$ cat src/rtl/apb_master.sv
// apb_master: valid/ready command port to APB SETUP/ACCESS transfers, one response per command.
// Single outstanding transfer with an optional ACCESS-phase wait timeout.
module apb_master #(
    parameter int ADDR_WIDTH = 4,
    parameter int DATA_WIDTH = 8,
    parameter int TIMEOUT    = 16
) (
    input  logic                  PCLK,
    input  logic                  PRESETn,
    input  logic                  cmd_valid,
    output logic                  cmd_ready,
    input  logic                  cmd_write,
    input  logic [ADDR_WIDTH-1:0] cmd_addr,
    input  logic [DATA_WIDTH-1:0] cmd_wdata,
    output logic                  rsp_valid,
    output logic [DATA_WIDTH-1:0] rsp_rdata,
    output logic                  rsp_err,
    output logic                  rsp_timeout,
    output logic [ADDR_WIDTH-1:0] PADDR,
    output logic                  PSELx,
    output logic                  PENABLE,
    output logic                  PWRITE,
    output logic [DATA_WIDTH-1:0] PWDATA,
    input  logic                  PREADY,
    input  logic [DATA_WIDTH-1:0] PRDATA,
    input  logic                  PSLVERR
);
    localparam int CW = TIMEOUT > 0 ? $clog2(TIMEOUT + 1) : 1;

    typedef enum logic [1:0] {IDLE, SETUP, ACCESS} state_e;

    state_e                state_q, state_d;
    logic [ADDR_WIDTH-1:0] paddr_q, paddr_d;
    logic                  pwrite_q, pwrite_d;
    logic [DATA_WIDTH-1:0] pwdata_q, pwdata_d;
    logic                  rsp_valid_q, rsp_valid_d;
    logic [DATA_WIDTH-1:0] rsp_rdata_q, rsp_rdata_d;
    logic                  rsp_err_q, rsp_err_d;
    logic                  rsp_timeout_q, rsp_timeout_d;
    logic [CW-1:0]         wait_q, wait_d;
    logic                  timeout_hit;

    // Abort on the waiting cycle that brings the count up to TIMEOUT.
    assign timeout_hit = (TIMEOUT > 0) && !PREADY && (wait_q == CW'(TIMEOUT - 1));

    always_comb begin
        state_d       = state_q;
        paddr_d       = paddr_q;
        pwrite_d      = pwrite_q;
        pwdata_d      = pwdata_q;
        wait_d        = wait_q;
        rsp_valid_d   = 1'b0;
        rsp_rdata_d   = '0;
        rsp_err_d     = 1'b0;
        rsp_timeout_d = 1'b0;
        unique case (state_q)
            IDLE: begin
                if (cmd_valid) begin
                    state_d  = SETUP;
                    paddr_d  = cmd_addr;
                    pwrite_d = cmd_write;
                    pwdata_d = cmd_write ? cmd_wdata : '0;
                end
            end
            SETUP: begin
                state_d = ACCESS;
                wait_d  = '0;
            end
            ACCESS: begin
                if (PREADY) begin
                    state_d     = IDLE;
                    rsp_valid_d = 1'b1;
                    rsp_rdata_d = pwrite_q ? '0 : PRDATA;
                    rsp_err_d   = PSLVERR;
                end else if (timeout_hit) begin
                    state_d       = IDLE;
                    rsp_valid_d   = 1'b1;
                    rsp_err_d     = 1'b1;
                    rsp_timeout_d = 1'b1;
                end else if (wait_q != CW'(TIMEOUT)) begin
                    wait_d = wait_q + CW'(1);
                end
            end
            default: state_d = IDLE;
        endcase
    end

    always_ff @(posedge PCLK or negedge PRESETn) begin
        if (!PRESETn) begin
            state_q       <= IDLE;
            paddr_q       <= '0;
            pwrite_q      <= 1'b0;
            pwdata_q      <= '0;
            wait_q        <= '0;
            rsp_valid_q   <= 1'b0;
            rsp_rdata_q   <= '0;
            rsp_err_q     <= 1'b0;
            rsp_timeout_q <= 1'b0;
        end else begin
            state_q       <= state_d;
            paddr_q       <= paddr_d;
            pwrite_q      <= pwrite_d;
            pwdata_q      <= pwdata_d;
            wait_q        <= wait_d;
            rsp_valid_q   <= rsp_valid_d;
            rsp_rdata_q   <= rsp_rdata_d;
            rsp_err_q     <= rsp_err_d;
            rsp_timeout_q <= rsp_timeout_d;
        end
    end

    // Bus controls decode straight from the state register, so reset clears them at once.
    assign cmd_ready   = state_q == IDLE;
    assign PSELx       = state_q != IDLE;
    assign PENABLE     = state_q == ACCESS;
    assign PADDR       = paddr_q;
    assign PWRITE      = pwrite_q;
    assign PWDATA      = pwdata_q;
    assign rsp_valid   = rsp_valid_q;
    assign rsp_rdata   = rsp_rdata_q;
    assign rsp_err     = rsp_err_q;
    assign rsp_timeout = rsp_timeout_q;
endmodule

$ cat config.mk
export PLATFORM = sky130hd
export DESIGN_NAME = apb_master
export DESIGN_NICKNAME = d
export VERILOG_FILES = /design/src/rtl/apb_master.sv
export SDC_FILE = /design/constraint.sdc
export NUM_CORES = 1
export LEC_CHECK = 0
export BUFFER_PORTS_ARGS = -buffer_cell sky130_fd_sc_hd__buf_2
export CAP_MARGIN = 15
export CORE_UTILIZATION = 50
export DETAILED_ROUTE_END_ITERATION = 8
export HOLD_SLACK_MARGIN = 0.12
export PLACE_DENSITY = 0.84
export SLEW_MARGIN = 20
export SYNTH_ARGS = -nofsm -noshare
export SYNTH_HDL_FRONTEND = slang
export SYNTH_SLANG_ARGS = --single-unit
$ cat constraint.sdc
create_clock -name PCLK -period 2.9 [get_ports PCLK]
set_input_delay 0.29 -clock PCLK [delete_from_list [all_inputs] [get_ports PCLK]]
set_output_delay 0.29 -clock PCLK [all_outputs]
set_load 0.03 [all_outputs]
=== Word level (Yosys, flattened, before mapping) ===
Index checks and enable logic that the tools add are counted.

* Bits in registers: 31
* Input port bits: 26
* Output and inout bits: 27
* Word-level logic and storage cells: 46

* Add/sub/neg operators: 1
* Equality and inequality tests: 9
* Muxes and demuxes: 19
* Reductions and logical operators: 8

{| class="wikitable"
|+ Operators by type and width
! kind !! number
|-
| $mux 8 || 4
|-
| $mux 5 || 3
|-
| $pmux 5 s2 || 1
|-
| $mux 1 || 7
|-
| $mux 2 || 3
|-
| $ne 2x2->1 const B || 3
|-
| $pmux 2 s3 || 1
|-
| $add 5x1->5 const B || 1
|-
| $eq 5x4->1 const B || 1
|-
| $ne 5x5->1 const B || 1
|-
| $reduce_and 2->1 || 2
|-
| $reduce_and 4->1 || 1
|-
| $reduce_bool 2->1 || 2
|-
| $ne 3x1->1 const B || 1
|-
| $eq 2x1->1 const B || 1
|-
| $eq 2x2->1 const B || 1
|-
| $logic_not 2->1 || 1
|-
| $ne 2x1->1 const B || 1
|-
| $logic_and 1x1->1 || 1
|-
| $logic_not 1->1 || 1
|}

=== Depth between registers and ports, before layout ===
Gate-level depths: netlist (run 1).

* Depth in word-level cells: 5
* Mapped depth: 6
* Gate-level depth less buffers: 6

=== Worst setup path after synthesis (run 1) ===
OpenSTA, ideal clock, no wires.

* Path kind: register -> register
* From: register wait_q[0]
* To: register wait_q[3]
* Setup time: 0.068 ns
* Arrival: 1.690 ns
* Path slack: 1.142 ns
* Stages on the path, launching flop included: 7
* Clock period less this slack: 1.758 ns
* Cell sequence: dfrtp_1 > ha_1 > and3_1 > ha_1 > nor2_1 > or4b_1 > nand3_1

* Cells in the longest elaborated chain, start to end: 5
* Elaborated cells on any way between the ends: 11
* Classes of those cells: add/sub: 1; eq/ne: 4; mux: 4; reduce/logical: 2

{| class="wikitable"
|+ Ends and longest elaborated chain
! element !! line !! source
|-
| start: declaration || 40 || <nowiki>logic [CW-1:0] wait_q, wait_d;</nowiki>
|-
| start signal: assignment || 104 || <nowiki>wait_q <= wait_d;</nowiki>
|-
| $add 5x1->5 || 81 || <nowiki>wait_d = wait_q + CW'(1);</nowiki>
|-
| $mux 5 || 80 || <nowiki>end else if (wait_q != CW'(TIMEOUT)) begin</nowiki>
|-
| $mux 5 || 75 || <nowiki>end else if (timeout_hit) begin</nowiki>
|-
| $mux 5 || 70 || <nowiki>if (PREADY) begin</nowiki>
|-
| $pmux 5 s2 || 56 || <nowiki>unique case (state_q)</nowiki>
|}

Several ways; a longest one is shown, not always the timed one. The select of a mux whose other input is x is not followed.
A chain may end at the register's enable or synchronous reset.

=== Worst setup path in the final report (run 1) ===
Same ends and word-level chain as after synthesis.

==> results of run 1 <==
metal layers:
layer	GRT usage [%]	part of all wire, %	up-vias
li1	-	-	485
met1	24.4	42	436
met2	34.6	49	47
met3	8.99	7.3	6
met4	7.89	1.4	0
met5	0	0	-
cells in the final DEF (no fill, tap or decap):
cell,n
dlygate4sd3_1,1
a21oi_1,1
mux2_4,3
and3_1,1
ha_1,3
mux2_2,2
or2b_1,1
nand3_1,3
nor3b_2,1
clkbuf_4,5
buf_2,52
nand3b_1,1
and2_1,8
clkbuf_8,2
nand2_1,24
clkbuf_1,1
o21ai_0,8
mux2i_1,4
o31a_1,1
nand4_1,1
o21bai_1,1
nor2_1,4
or3b_1,1
o311ai_1,1
dfrtp_1,31
nand2b_1,2
or4b_1,1
inv_1,8
cells by family after synthesis:
kind of cell	after synthesis	share of synthesized area, %
AO/OA/AOI/OAI	12	5.44
adder cells (fa/ha/maj)	3	2.92
buffers and inverters	12	4.28
flip-flops	31	60.3
multiplexers	9	8.36
AND/OR/NAND/NOR	48	18.8
final timing paths:
check	slack, ns	from	endpoint	depth (start not counted)
max in group asynchronous	1.93	PRESETn	PWDATA[0]	2
hold / removal	0.17	PRDATA[0]	rsp_rdata[0]	2
min in group asynchronous	0.53	PRESETn	rsp_timeout	2
setup / recovery	0.92	wait_q[0]	wait_q[3]	6
setup reg to reg	0.92	wait_q[0]	wait_q[3]	6
hold reg to reg	0.48	PWDATA[0]	PWDATA[0]	2
through the flow:
step | hold WS (ns) | std cells | utilization (%)
finish | 0.167 | 202 | 66.8
global route | 0.151 | 202 | 66.8
floorplan | -0.00559 | 115 | -
global placement | 0.345 | 193 | 63.6
CTS | 0.151 | 202 | 66.8
detailed placement | 0.364 | 193 | 63.6
cell type report:
cell class / count / area (um^2) / share of cell area [%]
timing repair buffer: 53 / 270 / 16.5
tap: 30 / 37.5 / 2.29
multi-input combinational: 72 / 457 / 27.9
sequential: 31 / 776 / 47.3
inverter: 8 / 30.0 / 1.83
clock buffer: 8 / 68.8 / 4.20
registers in the layout, indices dropped and copies added, names as in the netlist:
signal,count
state_q,2
PADDR,4
PWDATA,8
PWRITE,1
rsp_rdata,8
rsp_timeout,1
wait_q,5
rsp_valid,1
rsp_err,1
worst max-delay path, delay by kind of cell, from the launching register on:
| family | cells | cell delay [ns] |
|---|---|---|
| adders and majority gates | 2 | 0.43 |
| and+or+nand+nor | 4 | 1.04 |
| DFF | 1 | 0.45 |
report_power, final:
group / internal [mW] / total [mW] / switching (mW) / leakage [nW]
clock network: 0.143 / 0.280 / 0.138 / 0.0386
registers: 0.561 / 0.662 / 0.101 / 0.406
logic: 0.213 / 0.636 / 0.423 / 0.484
==> out/results.md, run 1 <==
| Group | Metric | This run |
|:---|:---|:---|
| floorplan | Number of top-level pins | 53 |
| synth | Cell taking the most area after synthesis | dfrtp_1 |
| critical path | Most common cell on crit path | ha_1 |
| sta | Max-slew violation count | 0 |
| sta | Time the final worst path needs with I/O delays and setup | 1.98 ns |
| critical path | Max FO, Critical Path | 6 |
| critical path | Critical Path Max Stage Delay | 0.48 ns |
| route | Total via count after detailed routing | 974 |
| sta | Setup WS post-layout | 0.921 ns |
| synth | Post-synthesis cell count | 115 |
| critical path | Nature of the critical path startpoint | flip-flop |
| floorplan | Starting density of the core | 52.4% |
| critical path | Slowest stage cell, crit path | or4b_1 |
| floorplan | Height of the die | 52.7 um |
| finish | Number of nets in the layout | 200 |
| route | Remaining routing DRC violations | 0 |
| status | Status | finished clean |
| synth | Top area cells in the synthesized netlist | dfrtp_1 (60%), nand2_1 (7.0%), and2_1 (3.9%) |
| synth | Synthesized area | 1290 um^2 |
| grt | First-pass GRT wire length | 3990 um |
| sta | Slew margin rel. | 53.6% |
| synth | Top cells by instance count after synthesis | dfrtp_1 (31), nand2_1 (24), and2_1 (8), inv_1 (8), o21ai_0 (8) |
| clock network | Buffer levels on the longest clock path | 2 |
| placed design | Detailed placement HPWL | 1840 um |
| grt | Maximum number of pins on one net before global-route repair | 32 |
| floorplan | Full die area | 2780 um^2 |
| synth | Number of flops mapped to enable cells by yosys | 0 |
| run | Number of maximum-capacitance constraint violations | 0 |
| critical path | Data required time at the worst endpoint | 3.16 ns |
| synth | Post-synthesis register bit count | 31 |
| sta | Number of failing setup endpoints in the final timing report | 0 |
| synth | Number of distinct standard cells referenced by the synthesized netlist | 26 |
| sta | Achievable Freq | 505 MHz |
| clock network | H-tree Lvls | 2 |
| floorplan | Area of the core region | 2450 um^2 |
| critical path | Class of the most critical setup path | reg2reg |
| power and ir drop | Post-layout total power | 1.58 mW |
| clock network | CTS hold repair buffers | 1 |
| power and ir drop | Leakage | 0.929 nW |
| synth | Syn. warnings | 0 |
| floorplan | Number of cell rows | 18 |
| sta | Worst slew pin tran | 0.696 ns |
| finish | Area Growth Syn to Fin | 27.3% |
| clock network | Inserted Clock Buffers | 5 |
| critical path | Worst EP arrival | 2.24 ns |
| placed design | Post-place setup slack | 0.976 ns |
| sta | Final cycle utilization of the critical path | 68.2% |
| clock network | Clock sink total | 31 |
| synth | Most common cell in the synthesized netlist | dfrtp_1 |
| synth | Number of nets in the synthesized netlist | 144 |
| power and ir drop | Power per unit of standard cell area | 963 nW/um^2 |
| critical path | Critical path, cell by cell | ha_1, and3_1, ha_1, nor2_1, or4b_1, nand3_1 |
| route | Count of TritonRoute iterations in the first routing pass | 3 |
| finish | Share of cells above drive strength 1 | 37.8% |
| sta | Fin Setup TNS | 0 ns |
| grt | Gr ovfl total | 0 |
| floorplan | Overall die width | 52.7 um |
| placed design | Routability congestion estimate from global placement | 0.838 |
| sta | Final number of hold-violating endpoints | 0 |
| synth | Primary flip-flop cell chosen by synthesis mapping | dfrtp_1 |
| sta | Worst setup skew after layout | 0.00541 ns |
| clock network | Clock tree root driver cell | clkbuf_4 |
| finish | Number of filler cells placed in the layout | 196 |
| hold path | Worst Hold Class | in2reg |
| grt | Via count of the first global-routing pass | 911 |
| clock network | Number of gates resized after cts | 0 |
| route | Vias per cell | 4.82 |
| clock network | TritonCTS clock tree | done |
| synth | Area share of the leading cell type in the synthesized netlist | 60.3% |
| synth | Sequential cell area fraction in the yosys report | 60.3% |
| finish | Number of antenna repair diodes | 0 |
| clock network | Clock transition at the register clock pins on the worst setup and hold paths after CTS | 0.09 ns |
| clock network | Clk Latency, worst-skew pair | 0.32 ns |
| power and ir drop | Worst-case vdd ir drop | 0.000708 V |
| grt | Number of antenna violations at the first check in global routing | 0 |
| route | Routed WL | 2470 um |
| placed design | Number of port buffers | 52 |
| grt | Total global routing track utilization | 21.1% |
| critical path | Crit path capture type | flip-flop |
| synth | Mean post-synth cell area | 11.2 um^2 |
| route | Average wire length per cell after detail routing | 12.2 um |
| placed design | Placed instance area | 1560 um^2 |
| synth | Share of flip-flops with an asynchronous set or reset after synthesis | 100% |
| finish | Post-layout instance area | 1640 um^2 |
| route | Iteration-0 DRC count of the detailed router | 9 |
| route | Number of nets with antenna violations after routing | 0 |
| clock network | # Post-CTS Setup Buffers | 0 |
| sta | Setup repair after global routing missed its margin | no |
(Power assumes the default switching activity.)
==> run 2, diff against run 1 <==
- CORE_UTILIZATION: 50 -> 42
- PLACE_DENSITY: 0.84 -> 0.75
- clock period: 2.9 -> 1.69 ns (I/O delays scaled with it)
==> run 2 against run 1 <==
Effect of this change: the run now ends with DRC left; via count is 17% higher; sequential power grew 65%; core utilization increased by 2.0 points; wire length rose by 25%; largest power group is now combinational cells; combinational power grew 110%; clock skew increased by 0.0042 ns; critical endpoint unchanged; largest cell class unchanged; die area is 18% higher; worst setup slack worse by 0.87 ns; non-clock buffer count up 30.
==> out/results.md, run 2 (synthesis gave the netlist of run 1 again) <==
| Group | Metric | This run | Delta |
|:---|:---|:---|:---|
| sta | Setup WS post-layout | 0.0508 ns | was 0.921 ns |
| clock network | H-tree Lvls | 2 | unchanged |
| clock network | Clock transition at the register clock pins on the worst setup and hold paths after CTS | 0.10 ns | was 0.09 ns |
| power and ir drop | Power per unit of standard cell area | 1460 nW/um^2 | was 963 nW/um^2 |
| route | Routed WL | 3080 um | was 2470 um |
| finish | Count of non-filler cells in the finished layout | 233 | was 202 |
| finish | Area Growth Syn to Fin | 51.0% | was 27.3% |
| critical path | FF-to-FF Start | wait_q[0] | unchanged |
| route | Total via count after detailed routing | 1136 | was 974 |
| grt | Total global routing track utilization | 20.6% | was 21.1% |
| route | Average wire length per cell after detail routing | 13.2 um | was 12.2 um |
| run | Number of maximum-capacitance constraint violations | 0 | unchanged |
| sta | Time the final worst path needs with I/O delays and setup | 1.64 ns | was 1.98 ns |
| sta | Number of failing setup endpoints in the final timing report | 0 | unchanged |
| critical path | Data required time at the worst endpoint | 1.97 ns | was 3.16 ns |
| sta | Min Hold Slack | 0.136 ns | was 0.167 ns |
| finish | Top library cells by usage in the layout, fill and taps aside | buf_2 (52), dfrtp_1 (31), nand2_1 (24) | unchanged |
| critical path | Max FO, Critical Path | 4 | was 6 |
| power and ir drop | Post-layout total power | 2.84 mW | was 1.58 mW |
| floorplan | Height of the die | 57.4 um | was 52.7 um |
| clock network | Clock sink total | 31 | unchanged |
| sta | Achievable Freq | 610 MHz | was 505 MHz |
| power and ir drop | Worst-case vdd ir drop | 0.00116 V | was 0.000708 V |
| hold path | Hold Path Cell Cnt | 3 | was 2 |
| floorplan | Number of top-level pins | 53 | unchanged |
| placed design | Number of port buffers | 52 | unchanged |
| placed design | Detailed placement HPWL | 1980 um | was 1840 um |
| critical path | Nature of the critical path startpoint | flip-flop | unchanged |
| critical path | Endpoint of the most critical register-to-register path | wait_q[3] | unchanged |
| route | Remaining routing DRC violations | 2 | was 0 |
| grt | Via count of the first global-routing pass | 1153 | was 911 |
| grt | Gr ovfl total | 0 | unchanged |
| placed design | Post-place setup slack | -0.0404 ns | was 0.976 ns |
| sta | Worst slew pin tran | 0.666 ns | was 0.696 ns |
| sta | Final cycle utilization of the critical path | 97.0% | was 68.2% |
| hold path | Startpoint of the worst hold path | PREADY | was PRDATA[0] |
| clock network | Buffer levels on the longest clock path | 2 | unchanged |
| sta | Slew margin rel. | 55.6% | was 53.6% |
| status | Status | finished, violations left | was finished clean |
| placed design | Routability congestion estimate from global placement | 0.816 | was 0.838 |
| sta | Worst setup skew after layout | 0.00959 ns | was 0.00541 ns |
| sta | Max-slew violation count | 0 | unchanged |
| critical path | Crit path capture type | flip-flop | unchanged |
| finish | Most common library cell in the layout ignoring fill and taps | buf_2 | unchanged |
| sta | Fin Setup TNS | 0 ns | unchanged |
| route | Number of nets with antenna violations after routing | 0 | unchanged |
| critical path | Worst R2R Path Depth | 6 | unchanged |
| hold path | Endpoint with the worst hold slack | rsp_err | was rsp_rdata[0] |
| floorplan | Number of cell rows | 19 | was 18 |
| route | Vias per cell | 4.88 | was 4.82 |
| floorplan | Overall die width | 57.4 um | was 52.7 um |
| hold path | Worst Hold Class | in2reg | unchanged |
| grt | Number of antenna violations at the first check in global routing | 0 | unchanged |
| route | Count of TritonRoute iterations in the first routing pass | 6 | was 3 |
| finish | Number of nets in the layout | 230 | was 200 |
| finish | Share of cells above drive strength 1 | 40.6% | was 37.8% |
| sta | Final number of hold-violating endpoints | 0 | unchanged |
| floorplan | Area of the core region | 2830 um^2 | was 2450 um^2 |
| grt | Maximum number of pins on one net before global-route repair | 32 | unchanged |
| status | Failing checks | DRC |  |
| clock network | Clk Latency, worst-skew pair | 0.34 ns | was 0.32 ns |
| placed design | Cells after DPL | 202 | was 193 |
| grt | First-pass GRT wire length | 4970 um | was 3990 um |
| power and ir drop | Leakage | 1.05 nW | was 0.929 nW |
| clock network | Clock tree root driver cell | clkbuf_4 | unchanged |
| critical path | Class of the most critical setup path | reg2reg | unchanged |
| route | Iteration-0 DRC count of the detailed router | 17 | was 9 |
| critical path | Worst EP arrival | 1.92 ns | was 2.24 ns |
| floorplan | Starting density of the core | 45.5% | was 52.4% |
| floorplan | Full die area | 3290 um^2 | was 2780 um^2 |
| critical path | Minimum setup slack among reg-to-reg paths | 0.05 ns | was 0.92 ns |
| finish | Number of antenna repair diodes | 0 | unchanged |
| clock network | Inserted Clock Buffers | 5 | unchanged |
| clock network | TritonCTS clock tree | done | unchanged |
-- run 2: cell count changes in the layout (fill, tap and decap cells not counted), moves of 2 or more --
cell,change
buf_4,+9
clkbuf_8,-2
clkinvlp_4,+2
dlygate4sd3_1,+21
ha_1,-2
-- run 2: per-stage QoR --
stage / area, um^2 / util [%]
6_report: 1940 / 68.7
5_1_grt: 1940 / 68.7
4_1_cts: 1920 / 67.8
3_5_place_dp: 1630 / 57.6
3_3_place_gp: 1630 / 57.6
2_1_floorplan: 1290 / -
-- run 2: worst max path at each step --
| stage | depth (start not counted) | slack [ns] | from | endpoint |
|---|---|---|---|---|
| after floorplan | 6 | 0.02 | wait_q[0] | wait_q[3] |
| after global placement | 6 | 0.08 | wait_q[0] | wait_q[3] |
| after detailed placement | 6 | -0.04 | wait_q[0] | wait_q[0] |
| after CTS | 6 | 0.03 | wait_q[0] | wait_q[3] |
| after global routing | 6 | -0.001 | wait_q[0] | wait_q[3] |
| final | 6 | 0.05 | wait_q[0] | wait_q[3] |
-- run 2: area by class of cell --
cell class,count,area (um^2)
inverter,8,30.0
clock inverter,3,20.0
sequential,31,776
multi-input combinational,72,494
tap,31,38.8
fill,222,885
timing repair buffer,83,548
clock buffer,5,37.5
-- run 2: power by group --
part	leakage [nW]	switching (mW)	internal, mW
Combinational	0.613	0.841	0.484
Sequential	0.406	0.126	0.962
Clock	0.0272	0.270	0.159
Total	1.05	1.24	1.60
-- run 2: per-layer routing --
| metal | global-route usage [%] | part of all wire (%) |
|---|---|---|
| met5 | 0 | 0 |
| met1 | 22.7 | 41 |
| met4 | 5.92 | 0.88 |
| met3 | 6.12 | 4.9 |
| met2 | 37.9 | 53 |
-- run 2: critical path: stages, from the launching register on --
cell	delay (ns)
dfrtp_1	0.40
ha_2	0.19
and3_4	0.18
ha_4	0.16
nor2_4	0.12
or4b_1	0.45
nand3_1	0.08
-- run 2: repair_timing --
item	CTS	global route
pin swaps	0	1
endpoints found under the hold margin	52	0
buffers inserted	0	1
cloned	0	0
resized for setup	3	3
hold buffers	22	0
setup endpoints to repair	3	2
